### config.mk
export PLATFORM = sky130hd
export DESIGN_NAME = bbs_bit_packer_flat
export DESIGN_NICKNAME = d
export VERILOG_FILES = /design/src/rtl/bbs_bit_packer_if.sv /design/src/rtl/bbs_bit_packer.sv /design/src/flat_wrapper.sv
export SDC_FILE = /design/constraint.sdc
export NUM_CORES = 1
export LEC_CHECK = 0
export ABC_AREA = 1
export CAP_MARGIN = 20
export CORE_MARGIN = 5
export CORE_UTILIZATION = 38
export CTS_CLUSTER_DIAMETER = 100
export DETAILED_ROUTE_END_ITERATION = 8
export PLACE_DENSITY = 0.65
export SLEW_MARGIN = 30
export SYNTH_ARGS = -nofsm -noshare
export SYNTH_HDL_FRONTEND = slang
export SYNTH_SLANG_ARGS = --single-unit
### constraint.sdc
create_clock -name clk -period 3.55 [get_ports clk]
set_clock_uncertainty 0.2 [all_clocks]
set_input_delay 0.8875 -clock clk [delete_from_list [all_inputs] [get_ports clk]]
set_output_delay 0.8875 -clock clk [all_outputs]
set_load 0.01 [all_outputs]
### src/rtl/bbs_bit_packer_if.sv
// Bus bundle for the BBS bit packer.
// The slave side is the packer; the master side feeds bits and consumes words.
// Optional BBS_PACKER_MONOBIT_EN adds the ones_count signal.
interface bbs_bit_packer_if #(
    parameter int W     = 32,
    parameter int DEPTH = 4
);
    logic                     start;
    logic                     bit_in;
    logic                     bit_valid;
    logic [W-1:0]             word_out;
    logic                     word_valid;
    logic                     word_ready;
    logic [$clog2(DEPTH):0]   words_avail;
    logic                     overflow;
`ifdef BBS_PACKER_MONOBIT_EN
    logic [15:0]              ones_count;

    modport master (
        output start, bit_in, bit_valid, word_ready,
        input  word_out, word_valid, words_avail, overflow, ones_count
    );

    modport slave (
        input  start, bit_in, bit_valid, word_ready,
        output word_out, word_valid, words_avail, overflow, ones_count
    );
`else
    modport master (
        output start, bit_in, bit_valid, word_ready,
        input  word_out, word_valid, words_avail, overflow
    );

    modport slave (
        input  start, bit_in, bit_valid, word_ready,
        output word_out, word_valid, words_avail, overflow
    );
`endif
endinterface

### src/rtl/bbs_bit_packer.sv
// BBS bit packer: deserialises accepted random bits into W-bit words,
// buffers them in a show-ahead FIFO and flags words lost to back-pressure.
// Optional macro BBS_PACKER_MONOBIT_EN adds a saturating count of accepted ones.
module bbs_bit_packer #(
    parameter int W         = 32,
    parameter int DEPTH     = 4,
    parameter int MSB_FIRST = 1
) (
    input  logic              clk,
    input  logic              rst,
    bbs_bit_packer_if.slave   bus
);

    localparam int AW = $clog2(DEPTH);
    localparam int CW = $clog2(W);

    typedef enum logic {
        S_IDLE,
        S_COLLECT
    } state_t;

    state_t              r_state;
    state_t              w_next_state;
    logic                w_enter;
    logic                w_accept;

    logic [W-1:0]        r_sh;
    logic [W-1:0]        w_sh_next;
    logic [CW-1:0]       r_cnt;
    logic                w_last_bit;
    logic                w_word_done;

    logic [W-1:0]        r_mem [DEPTH];
    logic [AW-1:0]       r_wr_ptr;
    logic [AW-1:0]       r_rd_ptr;
    logic [AW:0]         r_count;
    logic                w_empty;
    logic                w_full;
    logic                w_push;
    logic                w_pop;
    logic                w_drop;
    logic                r_overflow;

    // State register
    always_ff @(posedge clk or negedge rst) begin
        if (!rst) begin
            r_state <= S_IDLE;
        end else begin
            r_state <= w_next_state;
        end
    end

    // Next-state logic: start is a level enable for collection
    always_comb begin
        w_next_state = r_state;
        case (r_state)
            S_IDLE:    if (bus.start)  w_next_state = S_COLLECT;
            S_COLLECT: if (!bus.start) w_next_state = S_IDLE;
            default:   w_next_state = S_IDLE;
        endcase
    end

    // FSM outputs: entry pulse clears the datapath, acceptance only while collecting
    always_comb begin
        w_enter  = 1'b0;
        w_accept = 1'b0;
        case (r_state)
            S_IDLE:    w_enter  = bus.start;
            S_COLLECT: w_accept = bus.bit_valid;
            default:   ;
        endcase
    end

    generate
        if (MSB_FIRST != 0) begin : g_msb_first
            assign w_sh_next = {r_sh[W-2:0], bus.bit_in};
        end else begin : g_lsb_first
            assign w_sh_next = {bus.bit_in, r_sh[W-1:1]};
        end
    endgenerate

    assign w_last_bit  = (r_cnt == CW'(W - 1));
    assign w_word_done = w_accept && w_last_bit;

    // Shift register and bit counter; a stale partial word is wiped on re-entry
    always_ff @(posedge clk or negedge rst) begin
        if (!rst) begin
            r_sh  <= '0;
            r_cnt <= '0;
        end else if (w_enter) begin
            r_sh  <= '0;
            r_cnt <= '0;
        end else if (w_accept) begin
            r_sh  <= w_sh_next;
            r_cnt <= w_last_bit ? '0 : r_cnt + 1'b1;
        end
    end

    assign w_empty = (r_count == '0);
    assign w_full  = (r_count == (AW+1)'(DEPTH));
    assign w_pop   = !w_empty && bus.word_ready;
    assign w_push  = w_word_done && (!w_full || w_pop);
    assign w_drop  = w_word_done && w_full && !w_pop;

    // FIFO storage; the completed word is written straight from the shift path
    always_ff @(posedge clk) begin
        if (w_push) begin
            r_mem[r_wr_ptr] <= w_sh_next;
        end
    end

    // FIFO pointers and occupancy; power-of-two depth lets pointers wrap naturally
    always_ff @(posedge clk or negedge rst) begin
        if (!rst) begin
            r_wr_ptr <= '0;
            r_rd_ptr <= '0;
            r_count  <= '0;
        end else begin
            if (w_push) begin
                r_wr_ptr <= r_wr_ptr + 1'b1;
            end
            if (w_pop) begin
                r_rd_ptr <= r_rd_ptr + 1'b1;
            end
            case ({w_push, w_pop})
                2'b10:   r_count <= r_count + 1'b1;
                2'b01:   r_count <= r_count - 1'b1;
                default: r_count <= r_count;
            endcase
        end
    end

    // Sticky overflow, cleared only by reset or a fresh collection run
    always_ff @(posedge clk or negedge rst) begin
        if (!rst) begin
            r_overflow <= 1'b0;
        end else if (w_enter) begin
            r_overflow <= 1'b0;
        end else if (w_drop) begin
            r_overflow <= 1'b1;
        end
    end

    assign bus.word_valid  = !w_empty;
    assign bus.word_out    = w_empty ? '0 : r_mem[r_rd_ptr];
    assign bus.words_avail = r_count;
    assign bus.overflow    = r_overflow;

`ifdef BBS_PACKER_MONOBIT_EN
    logic [15:0] r_ones;

    // Monobit tally over every accepted bit, including dropped or discarded ones
    always_ff @(posedge clk or negedge rst) begin
        if (!rst) begin
            r_ones <= '0;
        end else if (w_enter) begin
            r_ones <= '0;
        end else if (w_accept && bus.bit_in && (r_ones != 16'hFFFF)) begin
            r_ones <= r_ones + 1'b1;
        end
    end

    assign bus.ones_count = r_ones;
`endif

endmodule

### src/flat_wrapper.sv
// flat-port wrapper written by rule: the top's interface ports become plain ports
module bbs_bit_packer_flat 
#(
    parameter int W         = 32,
    parameter int DEPTH     = 4,
    parameter int MSB_FIRST = 1
)
  (clk, rst, bus_start, bus_bit_in, bus_bit_valid, bus_word_ready, bus_word_out, bus_word_valid, bus_words_avail, bus_overflow);
  bbs_bit_packer_if #(.W(W), .DEPTH(DEPTH)) bus_i ();
  input  logic clk;
  input  logic rst;
  input wire logic [$bits(bus_i.start)-1:0] bus_start;
  input wire logic [$bits(bus_i.bit_in)-1:0] bus_bit_in;
  input wire logic [$bits(bus_i.bit_valid)-1:0] bus_bit_valid;
  input wire logic [$bits(bus_i.word_ready)-1:0] bus_word_ready;
  output wire logic [$bits(bus_i.word_out)-1:0] bus_word_out;
  output wire logic [$bits(bus_i.word_valid)-1:0] bus_word_valid;
  output wire logic [$bits(bus_i.words_avail)-1:0] bus_words_avail;
  output wire logic [$bits(bus_i.overflow)-1:0] bus_overflow;
  assign bus_i.start = bus_start;
  assign bus_i.bit_in = bus_bit_in;
  assign bus_i.bit_valid = bus_bit_valid;
  assign bus_i.word_ready = bus_word_ready;
  assign bus_word_out = bus_i.word_out;
  assign bus_word_valid = bus_i.word_valid;
  assign bus_words_avail = bus_i.words_avail;
  assign bus_overflow = bus_i.overflow;
  bbs_bit_packer #(.W(W), .DEPTH(DEPTH), .MSB_FIRST(MSB_FIRST)) u_core (.clk(clk), .rst(rst), .bus(bus_i));
endmodule
Word level (Yosys, flattened, before mapping):

Memories as Yosys holds them, arrays and structs flattened.
Cells that the tools add are included.

* muxes and demuxes: 14
* add/sub/neg operators: 5
* equality and inequality tests: 4
* reductions and logical operators: 13

Operators by type and width (count)
* 31-bit two-way mux: 2
* 32-bit two-way mux: 1
* 5-bit two-way mux: 3
* 1-bit two-way mux: 7
* 3-bit one-hot mux with 2 select lines: 1
* 2-bit nonzero test: 3
* 5-bit by 1-bit adder with 5-bit output, second input constant: 1
* 5-bit equality test, second input constant: 1
* 1-bit logical AND: 5
* 2-bit by 1-bit adder with 2-bit output, second input constant: 2
* 3-bit by 1-bit adder with 3-bit output, second input constant: 1
* 3-bit equality test, second input constant: 1
* 1-bit zero test: 3
* 3-bit zero test: 1
* 3-bit by 1-bit subtractor with 3-bit output, second input constant: 1
* 2-bit by 1-bit equality test with 1-bit output, second input constant: 1
* 2-bit equality test, second input constant: 1
* 1-bit logical OR: 1

* register bits: 45
* output and inout bits: 37
* input bits: 6
* word-level logic and storage cells: 44
* memories kept: 1
* memory bits (writable): 128

Memories
* u_core.r_mem: words 4, bits a word 32, rd ports 1, clocked after Yosys merged registers in 0, wr ports 1, line bbs_bit_packer.sv:33 `logic [W-1:0] r_mem [DEPTH];`

Depth between registers and ports, before layout:

* depth after elaboration: 7
* mapped depth: 14
* depth with buffers taken out: 14

Worst setup path before layout:

OpenSTA, ideal clock, no wires.

* path kind: input-to-reg
* from: input port bus_bit_valid
* to: memory u_core.r_mem[0][0] (enable)
* path slack: 0.207 ns
* data arrival time: 2.722 ns
* buffers on the path: 1
* stages: 5
* cell sequence: nand2_1 > buf_2 > nor2_4 > nand2_1 > nor2_1

* longest elaborated chain between the ends: 5

Ends and longest elaborated chain
* from (decl): line flat_wrapper.sv:14 `input wire logic [$bits(bus_i.bit_valid)-1:0] bus_bit_valid;`
* 1-bit two-way mux: line bbs_bit_packer.sv:67 `case (r_state)`
* 1-bit logical AND: line bbs_bit_packer.sv:83 `assign w_word_done = w_accept && w_last_bit;`
* 1-bit logical AND: line bbs_bit_packer.sv:102 `assign w_push = w_word_done && (!w_full || w_pop);`
* 1-bit two-way mux: line bbs_bit_packer.sv:107 `if (w_push) begin`
* 1-bit two-way mux (not written as such): line bbs_bit_packer.sv:108 `r_mem[r_wr_ptr] <= w_sh_next;`
* to (decl): line bbs_bit_packer.sv:33

No other way between the ends.

Final worst setup path:

* from: register u_core.r_rd_ptr[0]
* to: output port bus_word_out[3]

* longest elaborated chain between the ends: 2

Ends and longest elaborated chain
* from (decl): line bbs_bit_packer.sv:35 `logic [AW-1:0] r_rd_ptr;`
* from (signal assigned): line bbs_bit_packer.sv:123 `r_rd_ptr <= r_rd_ptr + 1'b1;`
* memory 4 x 32 bit
* 32-bit two-way mux: line bbs_bit_packer.sv:145 `assign bus.word_out = w_empty ? '0 : r_mem[r_rd_ptr];`
* to (decl): line flat_wrapper.sv:16 `output wire logic [$bits(bus_i.word_out)-1:0] bus_word_out;`

No other way between the ends.

==> out/qor.csv <==
stage;metric;value;unit
clock_tree;Num CTS Buffers;17;
die;die width;147;um
timing;Pins Over Slew Limit;0;
grt;largest net degree at the start of global routing;66;
synth;synthesized area per cell;10.7;um^2
grt;initial antenna violation count;0;
timing;Sum Neg Setup Slack;0;ns
clock_tree;TritonCTS clock tree;built;
synth;Synth Instances;671;
power;NetSw;1.98;mW
timing;Hold Slack;0.266;ns
clock_tree;Clock Path Buffers;2;
drt;First-pass DRT Iterations;4;
clock_tree;clock root buffer;clkbuf_16;
synth;post-synthesis net count;685;
grt;total grt overflow;0;
drt;Antenna Nets Post-Route;0;
placed_design;Post-DP HPWL;8.14;mm
power;pwr/cell area;742;nW/um^2
layout;multi-input logic area;1610;um^2
die;io pins;43;
clock_tree;hold_buf cts;0;
layout;fillcell total;1696;
power;Flop pwr share;0.352;
die;starting density of the core;0.385;
drt;final wirelength;13.9;mm
synth;Seq cells post-synth;173;
synth;Mapped Area;7180;um^2
synth;cell taking the most area after synthesis;edfxtp_1;
timing;period utilization;0.956;
critical_path;Worst EP required;2.46;ns
timing;relative slew slack;0.598;
timing;Final Hold Violating Endpoints;0;
layout;n_diodes;0;
layout;proportion of layout cells with a drive suffix above 1;0.0819;
die;Die ar.;21800;um^2
power;internal power;4.41;mW
layout;most frequent cells in the layout;216 x nand2_1, 128 x edfxtp_1, 112 x inv_1;
drt;Iter 0 DRT Violations;366;
critical_path;CP Launch Type;flip-flop;
layout;FF/Latch Area;4970;um^2
placed_design;PortBufs;42;
power;clock power share;0.315;
power;Max VDD drop;0.000515;V
min_path;Worst Hold Class;in2async;
power;leak pwr;3.65;nW
clock_tree;Worst-path clk slew;0.06;ns
synth;synth warn;0;
grt;vias in the first global route;4468;
timing;setup violators final;0;
run;Max-cap violations;0;
timing;RSZ-0062 raised after global routing;false;
timing;Least-Margin Pin Slew;0.603;ns
drt;Via density;4.64;
die;Die Span Y;147;um
layout;final std cells w/o fill;967;
synth;sequential area share after synthesis;0.692;
layout;commonest non-fill, non-tap cell in the layout;nand2_1;
layout;Area Overhead vs Synth;19.7;%
clock_tree;H-tree levels;4;
timing;Max Clk Rate;295;MHz
clock_tree;CTS sink count;173;
layout;Finished Cell Area;8600;um^2
timing;min Tclk post-route;3.40;ns
drt;DR WL/cell;14.4;um
drt;via count;4490;
synth;post-synth top area share;0.535;
placed_design;Placer Congestion;0.746;
drt;DRC viols;0;
placed_design;placed cell area;7960;um^2
synth;Netlist cell types;22;
power;switching share of power;0.310;
critical_path;Data arrival, critical path;2.31;ns
layout;fin nets;734;
grt;first-pass GRT wire length;23.3;mm
critical_path;Setup CP Type;reg2out;
die;row count;50;
placed_design;dpl cells;935;
critical_path;CP max FO;25;
synth;synth top area cells;edfxtp_1 54%, dfrtp_1 16%, nand2_1 11%;
power;Comb power frac;0.333;
critical_path;CP endpoint kind;output port;
clock_tree;setup repair bufs after CTS;0;
clock_tree;Skew-Pair Late Insertion Delay;0.42;ns
grt;GRT Util Overall;0.137;
outcome;outcome;finished, final reports clean;
die;core area;18600;um^2
layout;Final Util;0.461;
## cell usage after synthesis
library cell    n
nand2_1       216
edfxtp_1      128
inv_1         112
dfrtp_1        45
nand3_1        42
a21oi_1        35
o22ai_1        29
buf_2          22
nor2_1         10
ha_1            7
o21ai_0         5
buf_4           3
buf_6           3
inv_2           3
buf_1           2
nand4_1         2
xnor2_1         2
clkbuf_1        1
fa_1            1
nor2_4          1
or2_2           1
xor2_1          1
## worst paths after layout
path,start,cells past startpoint,to,slack [ns]
worst max-delay path,u_core.r_rd_ptr[0],6,bus_word_out[3],0.15
worst min-delay path,rst,1,u_core.bus.words_avail[1],0.27
worst max register to register,u_core.r_cnt[0],14,u_core.bus.words_avail[2],0.99
worst min register to register,u_core.bus.words_avail[2],2,u_core.bus.words_avail[2],0.31
max in group asynchronous,rst,2,u_core.r_sh[15],2.26
min in group clk,u_core.bus.words_avail[2],2,u_core.bus.words_avail[2],0.31
## power groups by stage
stage | logic, mW | registers (mW) | clock network (mW)
floorplan | 1.17 | 2.28 | 0
global placement | 2.15 | 2.29 | 0
detailed placement | 2.17 | 2.29 | 0
CTS | 2.18 | 2.25 | 2.05
global route | 2.36 | 2.26 | 2.13
finish | 2.12 | 2.25 | 2.01
## area by class of cell
class | count | share of cell area
Clock inverter | 14 | 0.0250
Sequential cell | 173 | 0.578
Timing Repair Buffer | 61 | 0.0751
Multi-Input combinational cell | 352 | 0.188
Clock buffer | 18 | 0.0499
Inverter | 115 | 0.0503
Tap cell | 234 | 0.0340
## repair_timing
item                                   CTS  global route
endpoints found under the hold margin    0             0
setup endpoints to repair                0             3
resized for setup                        0             1
## critical path, cell delays in order, from the launching register on
cell and delay, ns:
dfrtp_2 0.40, clkinv_2 0.28, buf_12 0.28, nand2_1 0.07
nand3_1 0.06, a21oi_1 0.21, clkdlybuf4s50_1 0.58
## cells by family (layout without fill, tap and decap cells)
kind of cell	Yosys count	after routing	share of synthesized area
AND/OR/NAND/NOR	272	272	0.152
adder cells (fa/ha/maj)	8	8	0.0150
buffers and inverters	146	208	0.0848
AO/OA/AOI/OAI	69	69	0.0531
XOR/XNOR	3	3	0.00366
flip-flops	173	173	0.692
## per-layer routing
layer	track usage	part of all wire	routed length (um)	vias to the layer above
li1	-	-	-	2268
met1	0.177	0.44	6150	2115
met2	0.229	0.50	6970	98
met3	0.0303	0.047	656	9
met4	0.0461	0.0087	121	0
met5	0	0	0	-
## registers in the layout, indices dropped and copies added (netlist names)
register and flops:
u_core.r_rd_ptr 2, u_core.r_wr_ptr 2, u_core.bus.words_avail 3, u_core.r_cnt 5
u_core.r_mem 128, u_core.r_sh 31, u_core.bus.overflow 1, u_core.r_state 1
## stage by stage
stage | worst slack [ns] | total power, mW
floorplan | 0.207 | 3.45
global placement | 0.548 | 4.44
detailed placement | 0.529 | 4.46
CTS | 0.0679 | 6.47
global route | 0.0365 | 6.75
finish | 0.155 | 6.38
No activity file was read; power rests on OpenSTA's default activity.
